<file path="src/rtl/bwop_pkg.sv">
// Shared types and the pure bitwise function for the bwop_unit slice.
// Operand width is carried by BWOP_MAX_WIDTH; callers zero-extend and slice.
package bwop_pkg;

    typedef enum logic [2:0] {
        OP_AND    = 3'd0,
        OP_OR     = 3'd1,
        OP_XOR    = 3'd2,
        OP_NAND   = 3'd3,
        OP_NOR    = 3'd4,
        OP_XNOR   = 3'd5,
        OP_PASS_A = 3'd6,
        OP_NOT_A  = 3'd7
    } op_e;

    localparam int BWOP_MAX_WIDTH = 64;

    typedef logic [BWOP_MAX_WIDTH-1:0] word_t;

    function automatic word_t bwop_calc(input op_e op, input word_t a, input word_t b);
        word_t r;
        r = '0;
        case (op)
            OP_AND:    r = a & b;
            OP_OR:     r = a | b;
            OP_XOR:    r = a ^ b;
            OP_NAND:   r = ~(a & b);
            OP_NOR:    r = ~(a | b);
            OP_XNOR:   r = ~(a ^ b);
            OP_PASS_A: r = a;
            OP_NOT_A:  r = ~a;
            default:   r = '0;
        endcase
        return r;
    endfunction

endpackage

</file>
<file path="src/rtl/bwop_fifo.sv">
// Generic DEPTH x DW synchronous FIFO with count-based full/empty and a
// combinational head read; pushes when full and pops when empty are ignored.
module bwop_fifo #(
    parameter int DEPTH = 4,
    parameter int DW    = 8
) (
    input  logic          clk,
    input  logic          rst_n,
    input  logic          push,
    input  logic [DW-1:0] push_data,
    input  logic          pop,
    output logic [DW-1:0] head,
    output logic          full,
    output logic          empty
);
    localparam int AW = $clog2(DEPTH);
    localparam logic [AW-1:0] PTR_ONE = AW'(1);
    localparam logic [AW:0]   CNT_ONE = (AW+1)'(1);
    localparam logic [AW:0]   CNT_MAX = (AW+1)'(DEPTH);

    logic [DW-1:0] mem [DEPTH];
    logic [AW-1:0] wr_ptr;
    logic [AW-1:0] rd_ptr;
    logic [AW:0]   count;
    logic          push_ok;
    logic          pop_ok;

    assign full    = (count == CNT_MAX);
    assign empty   = (count == '0);
    assign push_ok = push && !full;
    assign pop_ok  = pop && !empty;
    assign head    = mem[rd_ptr];

    // NOTE: storage is reset too, so the head reads zero straight out of reset
    // rather than X; all sequential state uses non-blocking assignments.
    always_ff @(posedge clk or negedge rst_n) begin
        if (!rst_n) begin
            wr_ptr <= '0;
            rd_ptr <= '0;
            count  <= '0;
            for (int i = 0; i < DEPTH; i++) begin
                mem[i] <= '0;
            end
        end else begin
            if (push_ok) begin
                mem[wr_ptr] <= push_data;
                wr_ptr      <= wr_ptr + PTR_ONE;
            end
            if (pop_ok) begin
                rd_ptr <= rd_ptr + PTR_ONE;
            end
            if (push_ok && !pop_ok) begin
                count <= count + CNT_ONE;
            end else if (pop_ok && !push_ok) begin
                count <= count - CNT_ONE;
            end
        end
    end

endmodule

</file>
<file path="src/rtl/bwop_unit.sv">
// Registered bitwise-operation unit: valid/ready request in, FIFO-buffered
// result out. Define BWOP_PARITY_EN to store and expose a per-result parity bit.
module bwop_unit import bwop_pkg::*; #(
    parameter int WIDTH = 8,
    parameter int DEPTH = 4
) (
    input  logic             clk,
    input  logic             rst_n,
    input  logic             in_valid,
    output logic             in_ready,
    input  op_e              op,
    input  logic [WIDTH-1:0] a,
    input  logic [WIDTH-1:0] b,
    output logic             out_valid,
    input  logic             out_ready,
    output logic [WIDTH-1:0] y,
    output logic             zero,
`ifdef BWOP_PARITY_EN
    output logic             parity,
`endif
    output logic [15:0]      txn_count
);
`ifdef BWOP_PARITY_EN
    localparam int PW = WIDTH + 2;
`else
    localparam int PW = WIDTH + 1;
`endif

    word_t            calc_full;
    logic [WIDTH-1:0] calc_y;
    logic [PW-1:0]    push_data;
    logic [PW-1:0]    head;
    logic             push;
    logic             pop;
    logic             full;
    logic             empty;

    assign calc_full = bwop_calc(op, word_t'(a), word_t'(b));
    assign calc_y    = calc_full[WIDTH-1:0];

    // Upper bits of the wide function result are intentionally discarded.
    if (WIDTH < BWOP_MAX_WIDTH) begin : g_trim
        logic unused_hi;
        assign unused_hi = ^calc_full[BWOP_MAX_WIDTH-1:WIDTH];
    end

`ifdef BWOP_PARITY_EN
    assign push_data = {^calc_y, ~|calc_y, calc_y};
    assign parity    = head[WIDTH+1];
`else
    assign push_data = {~|calc_y, calc_y};
`endif

    assign y         = head[WIDTH-1:0];
    assign zero      = head[WIDTH];
    assign in_ready  = !full;
    assign out_valid = !empty;
    assign push      = in_valid && in_ready;
    assign pop       = out_valid && out_ready;

    bwop_fifo #(
        .DEPTH (DEPTH),
        .DW    (PW)
    ) u_fifo (
        .clk       (clk),
        .rst_n     (rst_n),
        .push      (push),
        .push_data (push_data),
        .pop       (pop),
        .head      (head),
        .full      (full),
        .empty     (empty)
    );

    always_ff @(posedge clk or negedge rst_n) begin
        if (!rst_n) begin
            txn_count <= '0;
        end else if (push) begin
            txn_count <= txn_count + 16'd1;
        end
    end

endmodule
</file>
<file path="config.mk">
export PLATFORM = sky130hd
export DESIGN_NAME = bwop_unit
export DESIGN_NICKNAME = d
export VERILOG_FILES = /design/src/rtl/bwop_pkg.sv /design/src/rtl/bwop_fifo.sv /design/src/rtl/bwop_unit.sv
export SDC_FILE = /design/constraint.sdc
export NUM_CORES = 1
export LEC_CHECK = 0
export CORE_ASPECT_RATIO = 1.4
export CORE_MARGIN = 3
export CORE_UTILIZATION = 46
export DETAILED_ROUTE_END_ITERATION = 10
export GPL_TIMING_DRIVEN = 0
export PLACE_DENSITY = 0.78
export SYNTH_ARGS = -nofsm -noshare
export SYNTH_HDL_FRONTEND = slang
export SYNTH_SLANG_ARGS = --single-unit
</file>
<file path="constraint.sdc">
create_clock -name clk -period 4.9 [get_ports clk]
set_input_delay 0.49 -clock clk [delete_from_list [all_inputs] [get_ports clk]]
set_output_delay 0.49 -clock clk [all_outputs]
set_load 0.01 [all_outputs]
</file>
==> flow_summary.json <==
{
  "outcome": "finished clean",
  "r2r_end": "u_fifo.count[1]",
  "layout_setup_ws_ns": 1.94,
  "fillCellCount": 625,
  "rsz0062_at_grt": "false",
  "rr_worst_depth": 8,
  "grt_pass1_wl_mm": 11.8,
  "cts_tree": "built",
  "tns_ns": 0,
  "final_area_mm2": 0.00429,
  "power.total_mw": 2.07,
  "routedWlPerCell_um": 14.6,
  "dp_hpwl_mm": 5.04,
  "finalHoldViolCount": 0,
  "layout-drive-gt1-share": 0.198,
  "critPathLaunchType": "flip-flop",
  "die_h_um": 109,
  "cts.sinks": 59,
  "ctsRootBufferMaster": "clkbuf_8",
  "port_buffers": 49,
  "ys_seq_elements": 59,
  "syn_to_final_growth_pct": 22.5,
  "fin_nets": 410,
  "yosysWarnings": 0,
  "firstDrtPassIters": 4,
  "startpoint": "u_fifo.rd_ptr[0]",
  "dpl_cell_area_mm2": 0.00413,
  "grtUsageTotal": 0.175,
  "start_util": 0.475,
  "synth.avg_cell_area_um2": 11.5,
  "globalplace.congestion": 0.859,
  "clk_latency_ns": 0.33,
  "cts.clk_slew.worst_paths_ns": 0.06,
  "hold_class": "input port to asynchronous set/reset pin",
  "wl_mm": 6.80,
  "final_util": 0.582,
  "period_share": 0.604,
  "cap_viol_max_count": 0,
  "htreeDepth": 3,
  "crit_end": "y[1]",
  "powerDensity_mw_per_mm2": 483,
  "io_pins": 50,
  "cp_max_fo": 10,
  "synthCells": 303,
  "postCtsSetupBuffers": 0,
  "setup_viol": 0,
  "period_needed_ns": 2.96,
  "cp.arrival_ns": 2.47,
  "worst_slew_pin_slew_ns": 0.861,
  "ir_worst_vdd_mv": 0.215,
  "endpoint_kind": "output pin",
  "synth_ff_type": "dfrtp_1",
  "drc": 0,
  "core_area_mm2": 0.00736,
  "die_area_mm2": 0.00870,
  "drv_slew": 0,
  "crit_type": "flip-flop to output pin",
  "clockBufferDepth": 2,
  "overflow": 0,
  "initialDrtViolationCount": 101,
  "grt_pass1_vias": 2564,
  "rows": 37,
  "post_cts_resized": 0,
  "final-seq-area_mm2": 0.00148,
  "synth_edf_count": 0,
  "slew_headroom": 0.426,
  "synth_nets": 349,
  "via_per_inst": 5.35,
  "antenna_found_initial": 0,
  "required_ns": 4.41,
  "place_ws_ns": 1.79,
  "power.leakage_nw": 1.90,
  "synth_seq_area_share": 0.422,
  "vias": 2488,
  "r2r_start": "u_fifo.count[0]",
  "antennaDiodeCount": 0,
  "cts_buffers": 9,
  "regToRegSetupSlack_ns": 2.44,
  "synth.distinct_cells": 44,
  "finClkSkew_ns": 0.00498,
  "grt_max_degree": 44,
  "die_width_um": 79.7,
  "final_antenna_net_count": 0,
  "multi_input_area_mm2": 0.00188,
  "syn_area_mm2": 0.00350,
  "ys_async_sr_fraction": 1.00,
  "max_freq_mhz": 338,
  "holdBufCountCts": 0
}
[flip-flops by register name, summed over array words and instances, names as in the netlist]
signal         count
u_fifo.count       3
u_fifo.rd_ptr      2
txn_count         16
u_fifo.mem        36
u_fifo.wr_ptr      2
[per-layer routing]
metal	up-vias	wire, µm	track usage
met2	58	3590	0.308
met1	1235	2760	0.197
li1	1185	-	-
met4	0	132	0.0848
met3	10	315	0.0405
met5	-	0	0
[worst max-delay path: stages, from the launching register on]
cell and delay, ns:
dfrtp_1 0.37, buf_1 0.66, mux4_2 0.60, clkdlybuf4s50_1 0.52
[report_power, final]
part	switching [mW]	leakage (nW)	internal, mW	total (mW)
clock network	0.174	0.0860	0.192	0.366
registers	0.119	0.727	0.681	0.800
logic	0.370	1.08	0.535	0.905
total	0.663	1.90	1.41	2.07
[metrics by stage]
| stage | cells | hold WS, ns |
|---|---|---|
| 2_1_floorplan | 303 | 0.194 |
| 3_3_place_gp | 449 | 0.456 |
| 3_5_place_dp | 450 | 0.442 |
| 4_1_cts | 465 | 0.0751 |
| 5_1_grt | 465 | 0.0938 |
| 6_report | 465 | 0.0806 |
[cell usage after synthesis, types with 2 or more instances]
cell type	n	area [µm²]
a211oi_1	2	15.0
a21oi_1	6	30.0
a32oi_1	2	17.5
and2_1	3	18.8
and3_1	4	25.0
and4_1	2	17.5
buf_1	2	7.51
buf_2	6	30.0
clkbuf_1	3	11.3
dfrtp_1	59	1480
ha_1	22	275
inv_1	23	86.3
mux2_2	37	417
mux2i_1	4	40.0
mux4_2	12	270
nand2_1	19	71.3
nand2b_1	12	75.1
nand3_1	4	20.0
nand4_1	2	12.5
nor2_1	13	48.8
nor2b_1	2	12.5
nor3_1	3	15.0
o21ai_0	12	60.1
o221a_2	2	22.5
xnor2_1	17	149
xor2_1	12	105
[worst min-delay path by stage]
stage	start	endpoint	slack [ns]	cells past startpoint
3_5_place_dp	rst_n	txn_count[7]	0.44	1
6_report	rst_n	txn_count[9]	0.08	1
2_1_floorplan	rst_n	txn_count[0]	0.19	0
3_3_place_gp	u_fifo.mem[33]	u_fifo.mem[33]	0.46	2
4_1_cts	rst_n	txn_count[8]	0.08	1
5_1_grt	rst_n	txn_count[5]	0.09	1
[cell type report]
class / instances / area share
multi-input combinational: 209 / 0.439
tap: 97 / 0.0283
clock inverter: 3 / 0.00350
timing repair buffer: 50 / 0.118
inverter: 24 / 0.0210
buffer: 11 / 0.0114
sequential: 59 / 0.345
clock buffer: 12 / 0.0339
[cell usage in the layout (no fill, tap or decap), types with 7 or more instances in the layout]
cell | synthesis | final
o21ai_0 | 12 | 12
nor2_1 | 13 | 13
dfrtp_1 | 59 | 59
clkbuf_8 | 0 | 10
xnor2_1 | 17 | 17
nand2b_1 | 12 | 12
clkdlybuf4s50_1 | 0 | 48
inv_1 | 23 | 23
buf_2 | 6 | 7
mux2_2 | 37 | 37
xor2_1 | 12 | 12
ha_1 | 22 | 22
nand2_1 | 19 | 19
mux4_2 | 12 | 12
[logic make-up after synthesis]
group / share of synthesized area
and+or+nand+nor: 0.105
DFF: 0.422
muxes: 0.211
buffers and inverters: 0.0397
AOI/OAI and AO/OA: 0.0651
xor gates and xnor gates: 0.0726
adders and majority gates: 0.0844
Power figures use the tool's default switching activity.
